File: config.mk
export PLATFORM = sky130hd
export DESIGN_NAME = rx_control
export DESIGN_NICKNAME = d
export VERILOG_FILES = /design/src/rtl/rx_control.sv
export SDC_FILE = /design/constraint.sdc
export NUM_CORES = 1
export LEC_CHECK = 0
export CORE_MARGIN = 4
export CORE_UTILIZATION = 56
export CTS_CLUSTER_DIAMETER = 30
export CTS_CLUSTER_SIZE = 30
export DETAILED_ROUTE_END_ITERATION = 8
export PLACE_DENSITY = 0.85
export SLEW_MARGIN = 20
export SYNTH_ARGS = -nofsm -noshare
export SYNTH_HDL_FRONTEND = slang
export SYNTH_SLANG_ARGS = --single-unit
File: constraint.sdc
create_clock -name CLK -period 2.8 [get_ports CLK]
set_clock_uncertainty 0.2 [all_clocks]
set_input_delay 0.84 -clock CLK [delete_from_list [all_inputs] [get_ports CLK]]
set_output_delay 0.84 -clock CLK [all_outputs]
set_load 0.005 [all_outputs]
File: src/rtl/rx_control.sv
// UART receive controller: oversampled start/data/parity/stop FSM.
// Define RX_MAJORITY_SAMPLE_EN for a 2-of-3 majority sample around mid-bit.
module rx_control #(
  parameter int DATA_WIDTH = 8
) (
  input  logic                  CLK,
  input  logic                  Reset,
  input  logic                  RX_IN,
  input  logic [5:0]            Prescale,
  input  logic                  Parity_EN,
  input  logic                  Parity_type,
  output logic [DATA_WIDTH-1:0] P_DATA,
  output logic                  Data_valid,
  output logic                  Parity_error,
  output logic                  Stop_error,
  output logic                  Busy
);

  localparam int BW = (DATA_WIDTH > 1) ? $clog2(DATA_WIDTH) : 1;
  localparam logic [BW-1:0] LAST_BIT = BW'(DATA_WIDTH - 1);

  typedef enum logic [2:0] {
    IDLE   = 3'd0,
    START  = 3'd1,
    DATA   = 3'd2,
    PARITY = 3'd3,
    STOP   = 3'd4
  } state_t;

  state_t                r_state;
  logic [5:0]            r_p;
  logic [5:0]            r_edge;
  logic [BW-1:0]         r_bit;
  logic [DATA_WIDTH-1:0] r_shift;
  logic [DATA_WIDTH-1:0] r_data;
  logic                  r_ferr;
  logic                  r_dv;
  logic                  r_perr;
  logic                  r_serr;

  logic [5:0] w_half;
  logic       w_last;
  logic       w_sample;
  logic       w_par;

  assign w_half = {1'b0, r_p[5:1]};
  assign w_last = (r_edge == r_p - 6'd1);
  assign w_par  = (^r_shift) ^ Parity_type;

`ifdef RX_MAJORITY_SAMPLE_EN
  logic [2:0] r_win;

  always_ff @(posedge CLK or negedge Reset) begin
    if (!Reset) begin
      r_win <= 3'b000;
    end else if (r_state != IDLE &&
                 (r_edge == w_half - 6'd1 ||
                  r_edge == w_half ||
                  r_edge == w_half + 6'd1)) begin
      r_win <= {r_win[1:0], RX_IN};
    end
  end

  assign w_sample = (r_win[0] & r_win[1]) |
                    (r_win[1] & r_win[2]) |
                    (r_win[0] & r_win[2]);
`else
  logic r_smp;

  always_ff @(posedge CLK or negedge Reset) begin
    if (!Reset) begin
      r_smp <= 1'b0;
    end else if (r_state != IDLE && r_edge == w_half) begin
      r_smp <= RX_IN;
    end
  end

  assign w_sample = r_smp;
`endif

  always_ff @(posedge CLK or negedge Reset) begin
    if (!Reset) begin
      r_state <= IDLE;
      r_p     <= '0;
      r_edge  <= '0;
      r_bit   <= '0;
      r_shift <= '0;
      r_data  <= '0;
      r_ferr  <= 1'b0;
      r_dv    <= 1'b0;
      r_perr  <= 1'b0;
      r_serr  <= 1'b0;
    end else begin
      r_dv   <= 1'b0;
      r_perr <= 1'b0;
      r_serr <= 1'b0;
      r_edge <= w_last ? 6'd0 : r_edge + 6'd1;
      case (r_state)
        IDLE: begin
          r_edge <= 6'd0;
          r_bit  <= '0;
          if (!RX_IN) begin
            // The detecting cycle is edge 0 of the start bit.
            r_state <= START;
            r_edge  <= 6'd1;
            r_p     <= Prescale;
            r_ferr  <= 1'b0;
          end
        end
        START: begin
          if (w_last) begin
            r_state <= w_sample ? IDLE : DATA;
          end
        end
        DATA: begin
          if (w_last) begin
            r_shift <= {w_sample, r_shift[DATA_WIDTH-1:1]};
            if (r_bit == LAST_BIT) begin
              r_bit   <= '0;
              r_state <= Parity_EN ? PARITY : STOP;
            end else begin
              r_bit <= r_bit + 1'b1;
            end
          end
        end
        PARITY: begin
          if (w_last) begin
            if (w_sample != w_par) begin
              r_perr <= 1'b1;
              r_ferr <= 1'b1;
            end
            r_state <= STOP;
          end
        end
        STOP: begin
          if (w_last) begin
            if (!w_sample) begin
              r_serr <= 1'b1;
            end else if (!r_ferr) begin
              r_data <= r_shift;
              r_dv   <= 1'b1;
            end
            r_state <= IDLE;
          end
        end
        default: begin
          r_state <= IDLE;
          r_p     <= '0;
          r_edge  <= '0;
          r_bit   <= '0;
          r_shift <= '0;
          r_data  <= '0;
          r_ferr  <= 1'b0;
        end
      endcase
    end
  end

  assign P_DATA       = r_data;
  assign Data_valid   = r_dv;
  assign Parity_error = r_perr;
  assign Stop_error   = r_serr;
  assign Busy         = (r_state == START)  || (r_state == DATA) ||
                        (r_state == PARITY) || (r_state == STOP);

endmodule

==> metrics.cfg <==
[synth]
ys_seq_area_share_pct=44.7
yosys.area.top_type=dfrtp_1
synth.avg_cell_area_um2=10.4
ys_warn_count=0
synth_most_common_cell=dfrtp_1
ys_ff_latch=39
muxShareOfSynthArea_pct=1.89
synth_cell_type_count=42
synth-edff-count=0
synth-xor-area-share_pct=10.8
netlist_top_cells_count=39 x dfrtp_1, 16 x nor2_1, 15 x xnor2_1
syn_inst=209
syn-num-nets=224
async_flop_share_pct=100
ys.flop_type=dfrtp_1
yosys.area_share.simple_pct=17.7
syn_area_um2=2180
synth_top_family_by_area=simple AND/OR/NAND/NOR gates
yosys-top-cells-area=dfrtp_1 45%, xnor2_1 6.0%, xor2_1 4.8%, a32o_1 4.1%, a221o_1 3.7%
synth_compound_area_share_pct=17.2
synth.top_cell.area_share_pct=44.7
synthAdderAreaFrac_pct=2.29

[cells_and_area]
drive_gt1_share_pct=10.4
n_antenna_cell=0
syn2layout_area_growth_pct=15.9
instances_no_fill=279
nets=245

[critical_path]
required_ns=1.76
path_buf_inv=1
critPathTopFamily=buffers and inverters
crit_path_end_kind=output port
cp_slowest_cell=clkdlybuf4s50_1
worstPathArrival_ns=1.67
startpoint_type=flop
crit_type=flop to output port
max_stage_delay_ns=0.54
worstPathMaxFanout=8
cp_cell_sequence=nor2_1 -> xnor2_1 -> clkdlybuf4s50_1

[global_route]
grt_max_degree=28
grt_pass1_vias=1654
overflow=0
gr-usage-all-layers_pct=19.8
grt_pass1_wl_mm=7.79
antenna_found_initial=0

[clock_network]
cts_buffers=5
htree_num_levels=2
post_cts_buffers=0
clock_path_buffers=2
clock_latency_ns=0.30
cts_tree=yes
hold_buffers=0
cts.repair.resized=0
clock_sinks=39
clock-root-buffer=clkbuf_8
path_clk_slew_ns=0.07

[floorplanning]
start_util_pct=58.7
dieArea_um2=4960
io_pins=23
core-area_um2=3720
die_w_um=70.4
die_h_um=70.4
num_rows=22

[timing]
setup_tns_ns=0
finalCritPeriodShare_pct=96.7
slew_viol_final=0
worstMarginPinSlew_ns=0.584
slew_headroom_pct=61.1
period_needed_ns=2.71
clock.fmax_ghz=0.369
hold_viol_final=0
rsz0062_at_grt=no
finalSetupViolCount=0
whs_ns=0.321

[drt]
wl_per_cell_um=16.1
dr_total_vias=1632
viasPerCell=5.85
drc=0
wirelength_mm=4.50
drt_pass1_iterations=4
final_antenna_net_count=0
drtIter0Drc=82

[placement]
gp_congestion=0.795
dp_hpwl_mm=3.06
portBuffers=22
numPlacedInstances=271

[run_status]
status=finished clean

[power_and_ir_drop]
ir_drop_mv=0.446
power.leakage_nw=1.10
powerDensity_nw_per_um2=822

[hold_path]
hold_path.class=flop to flop

[run]
cap_violations=0

==> placed cells by master (no fill, tap or decap), types with 2 or more instances in the layout <==
| master | instances |
|---|---|
| a21oi_1 | 6 |
| a221o_1 | 8 |
| a32o_1 | 9 |
| and2_1 | 8 |
| and3_1 | 2 |
| buf_4 | 7 |
| clkbuf_8 | 6 |
| clkdlybuf4s50_1 | 21 |
| dfrtp_1 | 39 |
| ha_1 | 4 |
| inv_1 | 5 |
| mux2i_1 | 3 |
| nand2_1 | 13 |
| nand3_1 | 4 |
| nor2_1 | 16 |
| nor2b_1 | 10 |
| nor3_1 | 3 |
| nor3b_1 | 7 |
| nor4_1 | 2 |
| o21ai_0 | 10 |
| xnor2_1 | 15 |
| xor2_1 | 12 |
==> through the flow <==
| step | area, µm² | total power (W) | util, % | setup WS, ns |
|---|---|---|---|---|
| after CTS | 2530 | 0.00209 | 68.1 | 0.0890 |
| after global routing | 2530 | 0.00221 | 68.1 | 0.0360 |
| after global placement | 2410 | 0.00157 | 64.9 | 0.329 |
| after detailed placement | 2410 | 0.00159 | 64.9 | 0.285 |
| after floorplan | 2180 | 0.00147 | - | 0.504 |
| final | 2530 | 0.00208 | 68.1 | 0.0936 |
==> layer usage <==
metal  wire [µm]  GRT usage [%]  share of wire [%]
met5           0              0                  0
met4         113           6.81                2.5
met2        2300           33.8                 51
met1        2000           23.9                 45
met3          86           5.32                1.9
==> layout make-up <==
| type | instances | area (µm²) |
|---|---|---|
| clock buffer | 6 | 82.6 |
| clock inverter | 2 | 35.0 |
| fill | 278 | 1190 |
| inverter | 5 | 18.8 |
| multi-input combinational | 150 | 1090 |
| sequential | 39 | 976 |
| tap | 48 | 60.1 |
| timing repair buffer | 29 | 268 |
==> state kept, by name, indices dropped and copies added (netlist names) <==
signal and count:
Parity_error 1, Stop_error 1, r_edge 6, P_DATA 8, r_bit 3, Data_valid 1, r_p 6, r_smp 1
r_state 3, r_shift 8, r_ferr 1
==> worst register-to-register path: cells and delay by family, from the launching register on <==
| kind | cells | cell delay, ns |
|---|---|---|
| flip-flops | 1 | 0.44 |
| AND/OR/NAND/NOR | 2 | 0.40 |
| XOR/XNOR | 1 | 0.16 |
| buffers and inverters | 1 | 0.08 |
| adder cells (fa/ha/maj) | 1 | 0.23 |
| AO/OA/AOI/OAI | 3 | 0.89 |
==> final timing paths <==
kind | start | end | slack, ns | depth (start not counted)
worst max-delay path | r_state[1]$_DFFE_PN0P_ | Busy | 0.09 | 3
worst min-delay path | r_bit[1]$_DFFE_PN0P_ | r_bit[1]$_DFFE_PN0P_ | 0.32 | 1
worst max register to register | r_p[0]$_DFFE_PN0P_ | r_shift[5]$_DFFE_PN0P_ | 0.27 | 8
worst min register to register | r_bit[1]$_DFFE_PN0P_ | r_bit[1]$_DFFE_PN0P_ | 0.32 | 1
max in group asynchronous | Reset | r_bit[2]$_DFFE_PN0P_ | 1.52 | 2
min in group asynchronous | Reset | r_p[3]$_DFFE_PN0P_ | 0.34 | 1
==> report_power, final <==
| part | switching, W | total, W | leakage [nW] | internal (W) |
|---|---|---|---|---|
| sequential | 0.000183 | 0.000854 | 0.520 | 0.000671 |
| clock | 0.000199 | 0.000487 | 0.0612 | 0.000288 |
| combinational | 0.000390 | 0.000739 | 0.519 | 0.000350 |
| total | 0.000771 | 0.00208 | 1.10 | 0.00131 |
==> kinds of logic (layout without fill, tap and decap cells) <==
group | count (synthesis) | in the layout
simple gates | 70 | 70
buf+inv | 20 | 42
fa+ha+maj | 4 | 4
flops | 39 | 39
xor+xnor | 27 | 27
mux | 4 | 4
compound gates | 45 | 45
(Power assumes the default switching activity.)
